**src/rtl/mips_muldiv_unit.sv**
```systemverilog
// mips_muldiv_unit: iterative MULT/MULTU/DIV/DIVU with HI/LO; MIPS_MULDIV_FAST_MUL_EN selects a single-cycle multiplier
module mips_muldiv_unit #(
  parameter int WIDTH = 32
) (
  input  logic             clk,
  input  logic             reset,
  input  logic             start,
  input  logic [2:0]       op,
  input  logic             flush,
  input  logic [WIDTH-1:0] a,
  input  logic [WIDTH-1:0] b,
  output logic             busy,
  output logic             done,
  output logic [WIDTH-1:0] hi,
  output logic [WIDTH-1:0] lo
);
  localparam int CW = $clog2(WIDTH);
  typedef enum logic [1:0] {IDLE, CALC, FIX} state_t;
  state_t state, state_nx;
  logic [CW-1:0] cnt;
  logic is_div, neg_q, neg_r, dz, pend;
  logic [WIDTH-1:0] d, acc, mq, abs_a, abs_b, qfix, rfix;
  logic [WIDTH:0] add, trial, sub;
  logic [2*WIDTH-1:0] prod, fprod;
  logic sg, go, mt, fast_mul;
  assign sg    = ~op[0];
  assign abs_a = (sg & a[WIDTH-1]) ? -a : a;
  assign abs_b = (sg & b[WIDTH-1]) ? -b : b;
  assign mt    = start & ~flush & (op[2:1] == 2'b10);
`ifdef MIPS_MULDIV_FAST_MUL_EN
  assign fast_mul = start & ~flush & (op[2:1] == 2'b00);
  assign fprod    = {{WIDTH{sg & a[WIDTH-1]}}, a} * {{WIDTH{sg & b[WIDTH-1]}}, b};
`else
  assign fast_mul = 1'b0;
  assign fprod    = '0;
`endif
  assign go    = start & ~flush & ((op[2:1] == 2'b01) | ((op[2:1] == 2'b00) & ~fast_mul));
  // shift-add step for multiply, restoring trial subtraction for divide
  assign add   = {1'b0, acc} + {1'b0, mq[0] ? d : '0};
  assign trial = {acc, mq[WIDTH-1]};
  assign sub   = trial - {1'b0, d};
  assign prod  = neg_q ? -{acc, mq} : {acc, mq};
  assign qfix  = neg_q ? -mq : mq;
  assign rfix  = neg_r ? -acc : acc;
  assign busy  = state != IDLE;
  always_comb begin
    state_nx = state;
    if (state == IDLE) state_nx = go ? CALC : IDLE;
    else if (flush || state == FIX) state_nx = IDLE;
    else if (cnt == '0) state_nx = FIX;
  end
  always_ff @(posedge clk or negedge reset)
    if (!reset) state <= IDLE;
    else state <= state_nx;
  always_ff @(posedge clk or negedge reset) begin
    if (!reset) begin
      cnt <= '0;
      is_div <= 1'b0;
      neg_q <= 1'b0;
      neg_r <= 1'b0;
      dz <= 1'b0;
      pend <= 1'b0;
      d <= '0;
      acc <= '0;
      mq <= '0;
      hi <= '0;
      lo <= '0;
      done <= 1'b0;
    end else begin
      done <= 1'b0;
      pend <= 1'b0;
      if (pend) begin
        {hi, lo} <= {acc, mq};
        done <= 1'b1;
      end
      if (state == IDLE) begin
        if (go) begin
          d <= abs_b;
          mq <= abs_a;
          acc <= '0;
          cnt <= CW'(WIDTH - 1);
          is_div <= op[1];
          neg_q <= sg & (a[WIDTH-1] ^ b[WIDTH-1]);
          neg_r <= sg & a[WIDTH-1];
          dz <= b == '0;
        end
        if (fast_mul) begin
          {acc, mq} <= fprod;
          pend <= 1'b1;
        end
        if (mt & op[0]) lo <= a;
        if (mt & ~op[0]) hi <= a;
      end else if (!flush) begin
        if (state == CALC) begin
          cnt <= cnt - 1'b1;
          if (is_div) begin
            acc <= sub[WIDTH] ? trial[WIDTH-1:0] : sub[WIDTH-1:0];
            mq <= {mq[WIDTH-2:0], ~sub[WIDTH]};
          end else begin
            acc <= add[WIDTH:1];
            mq <= {add[0], mq[WIDTH-1:1]};
          end
        end else begin
          if (is_div) begin
            hi <= rfix;
            lo <= dz ? '1 : qfix;
          end else {hi, lo} <= prod;
          done <= 1'b1;
        end
      end
    end
  end
endmodule

```
**config.mk**
```make
export PLATFORM = sky130hd
export DESIGN_NAME = mips_muldiv_unit
export DESIGN_NICKNAME = d
export VERILOG_FILES = /design/src/rtl/mips_muldiv_unit.sv
export SDC_FILE = /design/constraint.sdc
export NUM_CORES = 1
export LEC_CHECK = 0
export ABC_AREA = 0
export CAP_MARGIN = 0
export CELL_PAD_IN_SITES_DETAIL_PLACEMENT = 0
export CELL_PAD_IN_SITES_GLOBAL_PLACEMENT = 1
export CORE_AREA = 2 2 178 180
export CTS_BUF_LIST = sky130_fd_sc_hd__clkbuf_8
export CTS_CLUSTER_SIZE = 10
export DETAILED_ROUTE_END_ITERATION = 10
export DIE_AREA = 0 0 180 182
export GPL_ROUTABILITY_DRIVEN = 0
export HOLD_SLACK_MARGIN = 0.1
export PLACE_DENSITY_LB_ADDON = 0.1
export SYNTH_ARGS = -nofsm -noshare
export SYNTH_HDL_FRONTEND = slang
export SYNTH_SLANG_ARGS = --single-unit
export TNS_END_PERCENT = 50
```
**constraint.sdc**
```tcl
create_clock -name clk -period 6.6 [get_ports clk]
set_clock_uncertainty 0.15 [all_clocks]
set_input_delay 1.32 -clock clk [delete_from_list [all_inputs] [get_ports clk]]
set_output_delay 1.32 -clock clk [all_outputs]
set_load 0.01 [all_outputs]
```
# Word level (Yosys, flattened, before mapping)
# Index checks and enable logic that the tools add are counted.
[op_classes]
n_mux = 39
bitwise = 13
eq_ne = 9
addsub = 8
reduce_logical = 12
[op_table]
columns = ["op", "n"]
rows = [
  ["32-bit two-way mux", 27],
  ["32-bit negator", 4],
  ["64-bit two-way mux", 1],
  ["64-bit negator", 1],
  ["32-bit by 32-bit adder with 33-bit output", 1],
  ["33-bit by 32-bit subtractor with 33-bit output", 1],
  ["32-bit zero test", 1],
  ["5-bit two-way mux", 4],
  ["3-bit AND reduction", 3],
  ["1-bit bitwise AND", 8],
  ["2-bit two-way mux", 3],
  ["2-bit by 1-bit != test with 1-bit output (second input constant)", 3],
  ["5-bit zero test", 1],
  ["5-bit by 1-bit subtractor with 5-bit output (second input constant)", 1],
  ["2-bit by 1-bit equality test with 1-bit output (second input constant)", 2],
  ["2-bit equality test (second input constant)", 2],
  ["2-bit zero test", 2],
  ["1-bit two-way mux", 4],
  ["2-bit != test (second input constant)", 2],
  ["2-bit nonzero test", 2],
  ["1-bit NOT", 3],
  ["3-bit nonzero test", 1],
  ["2-bit AND reduction", 1],
  ["1-bit logical OR", 1],
  ["other kinds (2)", 2],
]
[word_totals]
reg_bits = 172
word_cells = 93
output_inout_bits = 66
in_bits = 71

# Depth between registers and ports, before layout
[logic_depth]
word_depth = 7
depth_mapped = 15
mapped_depth_nobuf = 13

# Least setup slack after synthesis
# Ideal clock, no wire load.
[synth_path]
path_type = "input to register"
start = "input b[8]"
end = "register d[30]"
n_path_buf = 0
setup_time_ns = 0.129
arrival_time_ns = 3.379
slack_ns = 2.942
required_ns = 6.321
cell_stages = 8
path_cell_list = "or4_4 > or4_4 > nor3_4 > nand2_2 > or3_4 > o41ai_4 > xor2_1 > o21ai_1"
[synth_between]
elab_chain_len = 2
[synth_rtl]
columns = ["element", "line_no", "text"]
rows = [
  ["from (decl)", "11", "input logic [WIDTH-1:0] b,"],
  ["32-bit negator", "28", "assign abs_b = (sg & b[WIDTH-1]) ? -b : b;"],
  ["32-bit two-way mux", "28", ""],
  ["to (signal assigned)", "78", "d <= abs_b;"],
  ["to (decl)", "22", "logic [WIDTH-1:0] d, acc, mq, abs_a, abs_b, qfix, rfix;"],
]
# No other way between the ends.
# A chain may end at the register's enable or synchronous reset.

# Worst setup path after layout
[layout_path]
start = "register mq[31]"
end = "register acc[29]"
[layout_between]
elab_chain_len = 6
[layout_rtl]
columns = ["element", "line_no", "text"]
rows = [
  ["from (decl)", "22", ""],
  ["from (signal assigned)", "79", "mq <= abs_a;"],
  ["from (signal assigned)", "88", "{acc, mq} <= fprod;"],
  ["from (signal assigned)", "98", "mq <= {mq[WIDTH-2:0], ~sub[WIDTH]};"],
  ["33-bit by 32-bit subtractor with 33-bit output", "41", "assign sub = trial - {1'b0, d};"],
  ["32-bit two-way mux", "97", "acc <= sub[WIDTH] ? trial[WIDTH-1:0] : sub[WIDTH-1:0];"],
  ["32-bit two-way mux", "96", "if (is_div) begin"],
  ["32-bit two-way mux", "94", "if (state == CALC) begin"],
  ["32-bit two-way mux", "93", "end else if (!flush) begin"],
  ["32-bit two-way mux", "76", "if (state == IDLE) begin"],
  ["to (signal assigned)", "88", ""],
  ["to (signal assigned)", "97", ""],
  ["to (signal assigned)", "100", "acc <= add[WIDTH:1];"],
  ["to (decl)", "22", ""],
]
# No other way between the ends. The select of a mux whose other input is x is not followed.

==> flow_metrics.py <==
metrics = {
    "clock_tree": {
        "cts_buffers": 17,
        "cts_root_buffer": "clkbuf_8",
        "clk_pin_slew_ps": 90,
        "ctsResizeCount": 0,
        "cts_buffer_depth": 2,
        "htreeDepth": 4,
        "cts_setup_buffers": 0,
        "cts_tree": "done",
        "cts_hold_buf": 0,
        "cts.sinks": 172,
        "clk_latency_ps": 480,
    },
    "final_layout": {
        "final_nets": 2070,
        "diodes": 0,
        "fillers": 3035,
        "area_growth_pct": 13.5,
        "seq_area_um2": 4310,
        "drive_gt1_frac": 0.0510,
        "multi_input_area_um2": 9630,
        "fin_area_um2": 16600,
    },
    "timing": {
        "fmax_mhz": 221,
        "setup_viol": 0,
        "worst_pin_slew_ps": 1050,
        "rsz0062_at_grt": "false",
        "hold_viol": 0,
        "slew_violations": 0,
        "fin_setup_tns_ps": 0,
        "relSlewSlack": 0.299,
        "finalCriticalPeriod_ps": 4520,
        "period_share": 0.685,
    },
    "floorplanning": {
        "dieArea_um2": 32800,
        "initial_utilization": 0.471,
        "die_x_um": 180,
        "rows": 65,
        "die_height_um": 182,
        "design.core.area_um2": 31000,
        "boundaryPins": 137,
    },
    "synth": {
        "synth_top_family_by_area": "compound AO/OA/AOI/OAI gates",
        "ys_ff_latch": 172,
        "avgSynthCellArea_um2": 7.84,
        "ys_warn_count": 0,
        "synth_nets": 2004,
        "synth_flop_cell": "dfrtp_1",
        "yosys.area.top_type": "dfrtp_1",
        "synth_compound_area_frac": 0.261,
        "yosysUniqueCellTypes": 93,
        "yosys.area_share.simple": 0.193,
        "seq_area_frac_synth": 0.295,
        "synthesis.area_um2": 14600,
        "synth_adder_area_share": 0.0628,
        "yosys-top-cells-count": "218 x nand2_1, 192 x o21ai_0, 177 x a21oi_1, 177 x nor2_1, 172 x dfrtp_1",
        "syn_inst": 1861,
        "async_flop_share": 1.00,
        "synth.most_common_cell": "nand2_1",
        "yosysTopAreaCellShare": 0.295,
        "synth_mux_area_frac": 0.0381,
        "netlist_top_cells_area": "dfrtp_1 29%, o21ai_0 6.6%, a21oi_1 6.1%",
        "synthXorXnorAreaFrac": 0.103,
        "synth-edff-count": 0,
    },
    "setup_path": {
        "cp.arrival_ps": 4730,
        "r2r-end": "acc[29]$_DFFE_PN0P_",
        "path_class": "register to register",
        "worstPathMaxFanout": 37,
        "end_kind": "register",
        "cp-start-kind": "register",
        "regToRegSetupSlack_ps": 2080,
        "crit_required_ps": 6820,
        "r2r_cells": 13,
        "rr_startpoint": "mq[31]$_DFFE_PN0P_",
    },
    "outcome": {
        "status": "completed",
    },
    "hold_path": {
        "hold_path_end": "d[16]$_DFFE_PN0P_",
        "hp-start": "d[16]$_DFFE_PN0P_",
        "holdPathStages": 2,
        "hp-class": "register to register",
    },
    "run": {
        "drv_cap": 0,
    },
    "placed_design": {
        "placed_cell_area_um2": 16200,
        "io_buffers": 136,
        "hpwl_mm": 34.4,
    },
    "route": {
        "wl_mm": 45.4,
        "initialDrtViolationCount": 799,
        "vias_per_cell": 5.88,
        "first_pass_iters": 7,
        "route.detailed.drc": 0,
        "ant_nets": 0,
        "vias": 13769,
        "wl_per_cell_um": 19.4,
    },
    "pwr": {
        "p_per_area_nw_per_um2": 390,
        "ir_drop_uv": 165,
        "p_leak_nw": 7.10,
    },
    "global_routing": {
        "track_usage": 0.279,
        "grt_pass1_wl_mm": 73.7,
        "grt_max_degree": 79,
        "antenna_found_initial": 0,
        "grt_overflow": 0,
        "first_global_vias": 13411,
    },
}
-- how the worst max path moves through the flow --
| stage | start | endpoint | cells past startpoint |
|---|---|---|---|
| 3_5_place_dp | a[9] | mq[31]$_DFFE_PN0P_ | 10 |
| 6_report | mq[31]$_DFFE_PN0P_ | acc[29]$_DFFE_PN0P_ | 13 |
| 5_1_grt | mq[31]$_DFFE_PN0P_ | acc[29]$_DFFE_PN0P_ | 13 |
| 3_3_place_gp | a[9] | mq[31]$_DFFE_PN0P_ | 10 |
| 2_1_floorplan | b[8] | d[30]$_DFFE_PN0P_ | 8 |
| 4_1_cts | mq[31]$_DFFE_PN0P_ | acc[29]$_DFFE_PN0P_ | 13 |
-- registers in the layout, summed over array words and instances (netlist names) --
signal / count
is_div: 1
cnt: 5
lo: 32
neg_r: 1
acc: 32
d: 32
mq: 32
dz: 1
neg_q: 1
done: 1
state: 2
hi: 32
-- routing by layer --
| layer | GRT usage | routed length, µm | part of all wire | up-vias |
|---|---|---|---|---|
| met4 | 0.0784 | 887 | 0.020 | 0 |
| met3 | 0.0379 | 2300 | 0.051 | 59 |
| met1 | 0.385 | 21100 | 0.46 | 6514 |
| li1 | - | - | - | 6793 |
| met2 | 0.458 | 21100 | 0.47 | 403 |
| met5 | 0 | 0 | 0 | - |
-- logic make-up (layout without fill, tap and decap cells) --
| family | count (synthesis) | in the layout |
|---|---|---|
| multiplexers | 55 | 55 |
| adder cells (fa/ha/maj) | 72 | 72 |
| AO/OA/AOI/OAI | 622 | 622 |
| flip-flops | 172 | 172 |
| buffers and inverters | 172 | 251 |
| AND/OR/NAND/NOR | 597 | 597 |
| XOR/XNOR | 171 | 171 |
-- cell usage in the layout, fill, tap and decap left out, drive strengths merged, types with 5 or more instances in the layout --
cell and count:
nand2 221, o21ai 207, a21oi 179, nor2 177
dfrtp 172, clkdlybuf4s50 135, xnor2 92, xor2 79
ha 70, inv 68, mux2i 51, nor3 41
o22ai 36, a21o 36, o31ai 35, nand3 29
nand2b 21, buf 19, clkbuf 18, or3 18
nor2b 17, nor4 16, o211ai 16, o21a 15
a211oi 14, o41ai 13, a31oi 12, or4 11
and2 10, nand4 9, a22oi 9, a21boi 6
or2 5, clkinv 5
-- stage by stage --
stage,setup WS [ps],total power [mW],cells,hold WS (ps),util
after floorplan,2940,4.48,1861,300,-
after global placement,2090,5.62,2310,311,0.522
after detailed placement,2090,5.66,2310,318,0.522
after CTS,2140,6.43,2342,341,0.534
after global routing,1890,7.00,2342,358,0.534
final,2080,6.46,2342,335,0.534
-- critical path: stages (launching register included) --
cell and delay [ps]:
dfrtp_1 470, inv_1 130, ha_1 230, fa_1 400, nand2b_1 200, a21o_1 190, a211oi_1 480, o2111a_1 310
o311a_1 300, and2_2 430, buf_4 470, nor4b_1 100, mux2_2 300, a211o_1 230
-- cell type report --
type / instances / area share
Multi-Input combinational cell: 1517 / 0.582
Tap cell: 402 / 0.0304
Inverter: 65 / 0.0147
Clock buffer: 18 / 0.0150
Clock inverter: 14 / 0.00786
Timing Repair Buffer: 154 / 0.0904
Sequential cell: 172 / 0.260
-- power by group --
| group | switching, mW | internal, mW |
|---|---|---|
| registers | 0.505 | 1.36 |
| logic | 2.21 | 1.62 |
| clock network | 0.421 | 0.340 |
(Power assumes the default switching activity.)
